<file path="src/rtl/vga_timing_pkg.sv">
// Shared VGA timing defaults and the receiver lock-state encoding.
package vga_timing_pkg;
  localparam int H_ACTIVE_DEF    = 640;
  localparam int H_TOTAL_DEF     = 800;
  localparam int V_ACTIVE_DEF    = 480;
  localparam int V_TOTAL_DEF     = 525;
  localparam int COUNT_W_DEF     = 10;
  localparam int LOCK_FRAMES_DEF = 2;

  typedef enum logic [1:0] {
    SEARCH = 2'd0,
    CHECK  = 2'd1,
    LOCKED = 2'd2
  } vga_state_e;
endpackage

</file>
<file path="src/rtl/vga_edge_detect.sv">
// Registers one sync input and flags the cycle where it rises.
module vga_edge_detect (
  input  logic clk_i,
  input  logic rst_ni,
  input  logic sync_i,
  output logic rise_o
);
  logic sync_q;

  always_ff @(posedge clk_i or negedge rst_ni) begin
    if (!rst_ni) sync_q <= 1'b0;
    else         sync_q <= sync_i;
  end

  assign rise_o = sync_i & ~sync_q;
endmodule

</file>
<file path="src/rtl/vga_sync_receiver.sv">
// Recovers pixel coordinates from an H/V active-high sync pair, measures the
// incoming line/frame periods and tracks lock. state_o exposes the lock FSM.
module vga_sync_receiver
  import vga_timing_pkg::*;
#(
  parameter int H_ACTIVE    = H_ACTIVE_DEF,
  parameter int H_TOTAL     = H_TOTAL_DEF,
  parameter int V_ACTIVE    = V_ACTIVE_DEF,
  parameter int V_TOTAL     = V_TOTAL_DEF,
  parameter int COUNT_W     = COUNT_W_DEF,
  parameter int LOCK_FRAMES = LOCK_FRAMES_DEF
) (
  input  logic               CLK,
  input  logic               RST_N,
  input  logic               H_pulse,
  input  logic               V_pulse,
  output logic [COUNT_W-1:0] col,
  output logic [COUNT_W-1:0] row,
  output logic               data_en,
  output logic               locked,
  output logic               sync_err,
  output logic [COUNT_W-1:0] line_len,
  output logic [COUNT_W-1:0] frame_len,
  output vga_state_e         state_o
);
  localparam logic [COUNT_W-1:0] CNT_MAX = '1;
  localparam logic [COUNT_W-1:0] H_ACT   = COUNT_W'(H_ACTIVE);
  localparam logic [COUNT_W-1:0] V_ACT   = COUNT_W'(V_ACTIVE);
  localparam logic [COUNT_W:0]   H_TOT   = (COUNT_W+1)'(H_TOTAL);
  localparam logic [COUNT_W:0]   V_TOT   = (COUNT_W+1)'(V_TOTAL);
  localparam logic [3:0]         LOCK_N  = 4'(LOCK_FRAMES);

  logic               h_rise, v_rise;
  logic [COUNT_W-1:0] col_q, col_d, row_q, row_d;
  logic [COUNT_W-1:0] line_len_q, line_len_d, frame_len_q, frame_len_d;
  logic               h_seen_q, h_seen_d, bad_line_q, bad_line_d;
  logic               sync_err_q, sync_err_d, data_en_q, data_en_d;
  logic [3:0]         good_q, good_d, good_inc;
  vga_state_e         state_q, state_d;
  logic [COUNT_W:0]   col_p1, row_p1;
  logic               line_meas, line_bad, frame_bad, timeout;

  vga_edge_detect u_h_edge (.clk_i(CLK), .rst_ni(RST_N), .sync_i(H_pulse), .rise_o(h_rise));
  vga_edge_detect u_v_edge (.clk_i(CLK), .rst_ni(RST_N), .sync_i(V_pulse), .rise_o(v_rise));

  // Measurements use the counts before this cycle's clear, one bit wider so a
  // saturated counter cannot wrap into a plausible period.
  assign col_p1    = {1'b0, col_q} + 1'b1;
  assign row_p1    = {1'b0, row_q} + 1'b1;
  assign line_meas = h_rise & h_seen_q;
  assign line_bad  = line_meas & (col_p1 != H_TOT);
  assign frame_bad = v_rise & (row_p1 != V_TOT);
  assign timeout   = (col_q == CNT_MAX);
  assign good_inc  = good_q + 4'd1;

  always_comb begin
    col_d       = (col_q == CNT_MAX) ? col_q : col_q + 1'b1;
    row_d       = row_q;
    line_len_d  = line_len_q;
    frame_len_d = frame_len_q;
    h_seen_d    = h_seen_q | h_rise;
    bad_line_d  = v_rise ? 1'b0 : (bad_line_q | line_bad);
    if (h_rise) begin
      col_d = '0;
      if (row_q != CNT_MAX) row_d = row_q + 1'b1;
    end
    if (v_rise)    row_d       = '0;
    if (line_meas) line_len_d  = col_p1[COUNT_W-1:0];
    if (v_rise)    frame_len_d = row_p1[COUNT_W-1:0];
  end

  always_comb begin
    state_d    = state_q;
    good_d     = good_q;
    sync_err_d = 1'b0;
    case (state_q)
      SEARCH: begin
        if (!timeout && v_rise && (h_seen_q || h_rise)) begin
          state_d = CHECK;
          good_d  = '0;
        end
      end
      CHECK: begin
        if (timeout) begin
          state_d = SEARCH;
        end else if (v_rise) begin
          // A frame counts only if no line in it was off-period.
          if (frame_bad || line_bad || bad_line_q) begin
            good_d = '0;
          end else begin
            good_d = good_inc;
            if (good_inc >= LOCK_N) state_d = LOCKED;
          end
        end else if (line_bad) begin
          good_d = '0;
        end
      end
      LOCKED: begin
        if (timeout || line_bad || frame_bad) begin
          sync_err_d = 1'b1;
          state_d    = SEARCH;
        end
      end
      default: state_d = SEARCH;
    endcase
    data_en_d = (state_d == LOCKED) && (col_d < H_ACT) && (row_d < V_ACT);
  end

  always_ff @(posedge CLK or negedge RST_N) begin
    if (!RST_N) begin
      col_q       <= '0;
      row_q       <= '0;
      line_len_q  <= '0;
      frame_len_q <= '0;
      h_seen_q    <= 1'b0;
      bad_line_q  <= 1'b0;
      sync_err_q  <= 1'b0;
      data_en_q   <= 1'b0;
      good_q      <= '0;
      state_q     <= SEARCH;
    end else begin
      col_q       <= col_d;
      row_q       <= row_d;
      line_len_q  <= line_len_d;
      frame_len_q <= frame_len_d;
      h_seen_q    <= h_seen_d;
      bad_line_q  <= bad_line_d;
      sync_err_q  <= sync_err_d;
      data_en_q   <= data_en_d;
      good_q      <= good_d;
      state_q     <= state_d;
    end
  end

  assign col       = col_q;
  assign row       = row_q;
  assign line_len  = line_len_q;
  assign frame_len = frame_len_q;
  assign sync_err  = sync_err_q;
  assign data_en   = data_en_q;
  assign locked    = (state_q == LOCKED);
  assign state_o   = state_q;
endmodule
</file>
<file path="config.mk">
export PLATFORM = sky130hd
export DESIGN_NAME = vga_sync_receiver
export DESIGN_NICKNAME = d
export VERILOG_FILES = /design/src/rtl/vga_timing_pkg.sv /design/src/rtl/vga_edge_detect.sv /design/src/rtl/vga_sync_receiver.sv
export SDC_FILE = /design/constraint.sdc
export NUM_CORES = 1
export LEC_CHECK = 0
export BUFFER_PORTS_ARGS = -buffer_cell sky130_fd_sc_hd__buf_4
export CORE_ASPECT_RATIO = 1.5
export CORE_MARGIN = 4
export CORE_UTILIZATION = 35
export CTS_BUF_LIST = sky130_fd_sc_hd__clkbuf_8 sky130_fd_sc_hd__clkbuf_16
export CTS_CLUSTER_DIAMETER = 60
export DETAILED_ROUTE_END_ITERATION = 7
export GPL_ROUTABILITY_DRIVEN = 0
export PLACE_DENSITY = 0.64
export SYNTH_ARGS = -nofsm -noshare
export SYNTH_HDL_FRONTEND = slang
export SYNTH_HIERARCHICAL = 1
export SYNTH_SLANG_ARGS = --single-unit
</file>
<file path="constraint.sdc">
create_clock -name CLK -period 2.9 [get_ports CLK]
set_input_delay 0.435 -clock CLK [delete_from_list [all_inputs] [get_ports CLK]]
set_output_delay 0.435 -clock CLK [all_outputs]
set_load 0.01 [all_outputs]
</file>
## After elaboration in Yosys (flattened, before gate mapping)

Cells that the tools add are included.

- Output and inout bits: 45
- Word-level logic and storage cells: 73
- Input port bits: 4
- Flip-flop bits (word level): 52

- Mux-type cells: 21
- Magnitude comparators: 3
- Equality and inequality tests: 10
- Reduce and logical (&&, ||, !) cells: 13
- Bitwise operators: 9
- Add/subtract/negate cells: 5

Operator list:

| kind | number |
|---|---|
| 10-bit 2-to-1 mux | 5 |
| 10-bit by 1-bit adder with 11-bit output, second input constant | 2 |
| 11-bit by 10-bit != test with 1-bit output, second input constant | 2 |
| 10-bit by 1-bit adder with 10-bit output, second input constant | 2 |
| 4-bit 2-to-1 mux | 5 |
| 2-bit 2-to-1 mux | 6 |
| 10-bit equality test, second input constant | 1 |
| 10-bit < comparator, second input constant | 1 |
| 10-bit by 9-bit < comparator with 1-bit output, second input constant | 1 |
| 10-bit != test, second input constant | 1 |
| 4-bit one-hot mux with 2 select lines | 1 |
| 2-bit one-hot mux with 3 select lines | 1 |
| 1-bit bitwise AND | 5 |
| 1-bit logical OR | 5 |
| 4-bit by 1-bit adder with 4-bit output, second input constant | 1 |
| 2-bit equality test, second input constant | 2 |
| 4-bit by 2-bit >= comparator with 1-bit output, second input constant | 1 |
| 1-bit logical AND | 4 |
| 2-bit != test, second input constant | 2 |
| 4-bit AND reduction | 1 |
| 1-bit 2-to-1 mux | 3 |
| 3-bit != test, second input constant | 1 |
| 2-bit by 1-bit equality test with 1-bit output, second input constant | 1 |
| 2-bit logical NOT | 1 |
| 4 further kinds | 6 |

## Longest topological paths before layout

- Depth in word-level cells: 13
- Depth in mapped cells: 8
- Mapped depth without buffers: 8

## Modules after synthesis

Netlist, hierarchy kept.

By module, submodules not included:

| module | area an instance (sq um) | cells an instance | times used |
|---|---|---|---|
| vga_sync_receiver | 2578.7 | 269 | 1 |
| vga_edge_detect | 38.8 | 2 | 2 |

## Worst setup path after synthesis

OpenSTA, ideal clock, no wires.

- Path kind: flip-flop to flip-flop
- From: register row_q[0], in the netlist row[0]
- To: register good_q[3]
- Clock period less this slack: 2.294 ns
- Cell stages (with the launch flop): 8
- Arrival: 2.204 ns
- Path slack: 0.606 ns
- Required time: 2.810 ns
- Library setup time: 0.090 ns
- Buffers on the path: 0
- Cells stage by stage: dfrtp_1 > ha_1 > nand3_1 > mux2i_1 > a32oi_1 > or2_1 > or4_4 > o31ai_4

- Cells in the longest elaborated chain, start to end: 9

Ends and longest elaborated chain:

| item | RTL line | RTL |
|---|---|---|
| start, declared | vga_sync_receiver.sv:34 | `logic [COUNT_W-1:0] col_q, col_d, row_q, row_d;` |
| start signal, assigned | vga_sync_receiver.sv:123 | `row_q <= row_d;` |
| 10-bit by 1-bit adder with 11-bit output | vga_sync_receiver.sv:49 | `assign row_p1 = {1'b0, row_q} + 1'b1;` |
| 11-bit by 10-bit != test with 1-bit output | vga_sync_receiver.sv:52 | `assign frame_bad = v_rise & (row_p1 != V_TOT);` |
| 1-bit bitwise AND | vga_sync_receiver.sv:52 |  |
| 1-bit logical OR (2 in a row) | vga_sync_receiver.sv:88 | `if (frame_bad \|\| line_bad \|\| bad_line_q) begin` |
| 4-bit 2-to-1 mux | vga_sync_receiver.sv:88 |  |
| 4-bit 2-to-1 mux | vga_sync_receiver.sv:86 | `end else if (v_rise) begin` |
| 4-bit 2-to-1 mux | vga_sync_receiver.sv:84 | `if (timeout) begin` |
| 4-bit one-hot mux with 2 select lines | vga_sync_receiver.sv:76 | `case (state_q)` |
| end signal, assigned | vga_sync_receiver.sv:130 | `good_q <= good_d;` |
| end, declared | vga_sync_receiver.sv:38 | `logic [3:0] good_q, good_d, good_inc;` |

Every way passes these cells. The select of a mux whose other input is x is not followed.
A chain may end at the register's enable or synchronous reset.

## Worst setup path in the final report

- From: register row_q[1], in the netlist row[1]
- To: register good_q[3]

Same word-level chain as after synthesis.

==> run_results.csv <==
group,metric,value,unit
global_route,grt_max_degree,53,
cts,h-tree-depth,2,
sta,setup_tns,0,ns
pwr,powerDensity,544,mW/mm^2
setup_path,end_kind,"flip-flop",
setup_path,cp.required,3.12,ns
setup_path,crit_type,"flip-flop to flip-flop",
detailed_routing,vias_per_cell,5.00,
detailed_routing,drt_wl_total,5810,um
place,dp_hpwl,4330,um
sta,setup_violations,0,
cts,postCtsSetupBuffers,0,
sta,relSlewSlack,0.561,
die,dieArea,0.00908,mm^2
cells_and_area,drive_above_1_share,0.232,
pwr,seq_power_share,0.503,
global_route,grt_overflow,0,
yosys,synth_top_family_by_area,"simple AND/OR/NAND/NOR gates",
yosys,synth_seq_area_share,0.490,
pwr,p_leak,1.43,nW
detailed_routing,first_iter_violations,83,
yosys,synth_edf_count,0,
cts,cts_root_buf,"clkbuf_8",
detailed_routing,vias,2096,
pwr,ir_drop,417,uV
place,io_buffers,48,
sta,fmax,401,MHz
yosys,yosys.area.top_type_share,0.490,
cells_and_area,nFillCells,750,
setup_path,arrival,2.71,ns
detailed_routing,drt_first_pass_iters,4,
setup_path,crit_path_max_incr_delay,0.57,ns
global_route,grt_pass1_wl,10100,um
sta,worstMarginPinSlew,0.658,ns
setup_path,worst_setup_path_start_kind,"flip-flop",
yosys,synthAdderAreaFrac,0.0236,
detailed_routing,post_drt_wl_per_cell,13.9,um
detailed_routing,ant_nets,0,
yosys,async_flop_share,1.00,
pwr,p_sw,0.507,mW
yosys,yosysWarnings,6,
die,pin_count,49,
yosys,synthCells,273,
run,maxCapViolCount,0,
die,initial_utilization,0.363,
setup_path,crit_path_top_delay_cell,"or4_4",
yosys,synth_cell_types,48,
setup_path,reg2reg_from,"row[1]$_DFFE_PN0P_",
die,core,0.00732,mm^2
run_status,outcome,"complete, no violations",
yosys,synth_mux_area_frac,0.0316,
place,placed_cell_area,0.00311,mm^2
cells_and_area,n_antenna_cell,0,
sta,fin_worst_skew,0.0138,ns
cts,cts_buffers,5,
sta,slew_viol_final,0,
yosys,syn_avg_cell_area,9.73,um^2
cts,clk_latency,0.31,ns
yosys,synth-seq-cells,52,
yosys,yosys-top-cells-count,"dfrtp_1, nor2_1, nand2_1, a21oi_1, xnor2_1",
yosys,synthTopCellsByArea,"dfrtp_1, nor2_1, xnor2_1, nand2_1, a21oi_1",
cts,ctsResizeCount,0,
pwr,intPower,1.25,mW
setup_path,cp-startpoint,"row[1]$_DFFE_PN0P_",
yosys,synth_flop_cell,"dfrtp_1",
cts,cts_tree,"done",
global_route,grt_pass1_vias,2137,
sta,final-hold-violation-count,0,
yosys,syn-num-nets,282,
pwr,netSwitchingFraction,0.289,
sta,min_period,2.49,ns
yosys,synth_simple_gate_area_frac,0.223,
setup_path,path_cells,"ha_1 > nand3_1 > mux2i_1 > a32oi_1 > or2_1 > or4_4 > o31ai_4",
cts,clkSlewWorstSetupHoldPaths,0.11,ns
setup_path,critPathMaxFanout,7,
pwr,p_clk_frac,0.293,
sta,rsz0062_at_grt,"false",
min_path,hold_path.class,"primary input to async pin",
pwr,combinationalPowerShare,0.203,
yosys,yosysMostFrequentCell,"dfrtp_1",
cts,clock-sinks,52,
cells_and_area,final_area,0.00323,mm^2
sta,fin_crit_sh,0.859,
die,die_w,79.1,um
global_route,track_usage,0.137,
cts,cts_max_path_buffers,2,
global_route,antenna_found_initial,0,
die,fp.dieH,115,um
pwr,total_power,1.76,mW
yosys,yosys.area.top_type,"dfrtp_1",
detailed_routing,drc,0,
cells_and_area,fin_nets,327,
cts,cts_hold_buf,0,
cells_and_area,syn2layout_area_growth,21.5,%
yosys,synth_area,0.00266,mm^2
yosys,synth_compound_area_frac,0.118,
die,placementRows,38,
yosys,synth_xor_area_frac,0.0758,
area by class of cell:
type / instances / area, um^2 / share of cell area
flip-flops and latches: 52 / 1300 / 0.403
multi-input cells: 197 / 1250 / 0.388
repair buffers: 53 / 398 / 0.123
well taps: 100 / 125 / 0.0388
clock buffers: 5 / 68.8 / 0.0213
clock inverters: 3 / 47.5 / 0.0147
inverters: 9 / 33.8 / 0.0105
critical path: cells and delay by family (launching register included):
kind,cells,cell delay [ns]
flops,1,0.45
fa+ha+maj,1,0.30
compound gates,2,0.27
simple gates,3,1.14
mux,1,0.24
registers in the layout (all words and copies together), names as in the netlist:
name / count
bad_line_q: 1
data_en: 1
u_v_edge/sync_q: 1
sync_err: 1
frame_len: 10
u_h_edge/sync_q: 1
row: 10
good_q: 4
h_seen_q: 1
state_o: 2
line_len: 10
col: 10
path summary, 6_finish.rpt:
path	to	cells after the start	slack [ns]
max reg2reg	good_q[3]$_DFFE_PN0P_	7	0.41
max in group asynchronous	frame_len[3]$_DFFE_PN0P_	1	2.31
min reg2reg	line_len[8]$_DFFE_PN0P_	2	0.49
max	good_q[3]$_DFFE_PN0P_	7	0.41
min in group CLK	u_v_edge/sync_q$_DFF_PN0_	1	0.23
min	line_len[0]$_DFFE_PN0P_	1	0.14
cells in the final DEF, fill, tap and decap left out, types with 2 or more instances in the layout:
master	n
dfrtp_1	52
nand2b_1	5
mux2i_1	5
clkbuf_8	5
inv_1	9
xnor2_1	14
nor2_1	36
nor3_1	10
a32oi_1	3
xor2_1	9
a21oi_1	17
o21ai_0	11
a31oi_1	3
nor2b_1	2
buf_4	53
a211oi_1	3
nand3_1	9
and2_1	2
o21ai_1	2
or2_1	2
nor2b_4	2
mux2_2	3
clkinv_4	2
nand2_1	27
nand4_1	5
ha_1	5
per-stage QoR:
step,std cells,setup WS [ns],util,hold WS (ns)
after floorplan,273,0.606,-,0.139
after global placement,411,0.540,0.425,0.462
after detailed placement,411,0.426,0.425,0.464
after CTS,419,0.401,0.441,0.165
after global routing,419,0.231,0.441,0.180
final,419,0.408,0.441,0.136
routing by layer:
layer,GRT usage,share of wire
met1,0.166,0.41
met2,0.237,0.51
met3,0.0331,0.068
met4,0.0459,0.015
met5,0,0
cell families (layout without fill, tap and decap cells):
family | after synthesis | count (layout)
XOR/XNOR | 23 | 23
adder cells (fa/ha/maj) | 5 | 5
flip-flops | 52 | 52
AND/OR/NAND/NOR | 113 | 113
buffers and inverters | 24 | 70
multiplexers | 8 | 8
AO/OA/AOI/OAI | 48 | 48
power groups by stage:
| stage | clock (mW) | sequential, mW | combinational, mW |
|---|---|---|---|
| 3_3_place_gp | 0 | 0.893 | 0.360 |
| 2_1_floorplan | 0 | 0.914 | 0.164 |
| 4_1_cts | 0.533 | 0.884 | 0.366 |
| 5_1_grt | 0.561 | 0.899 | 0.400 |
| 6_report | 0.515 | 0.884 | 0.357 |
| 3_5_place_dp | 0 | 0.899 | 0.365 |
(Power assumes the default switching activity.)
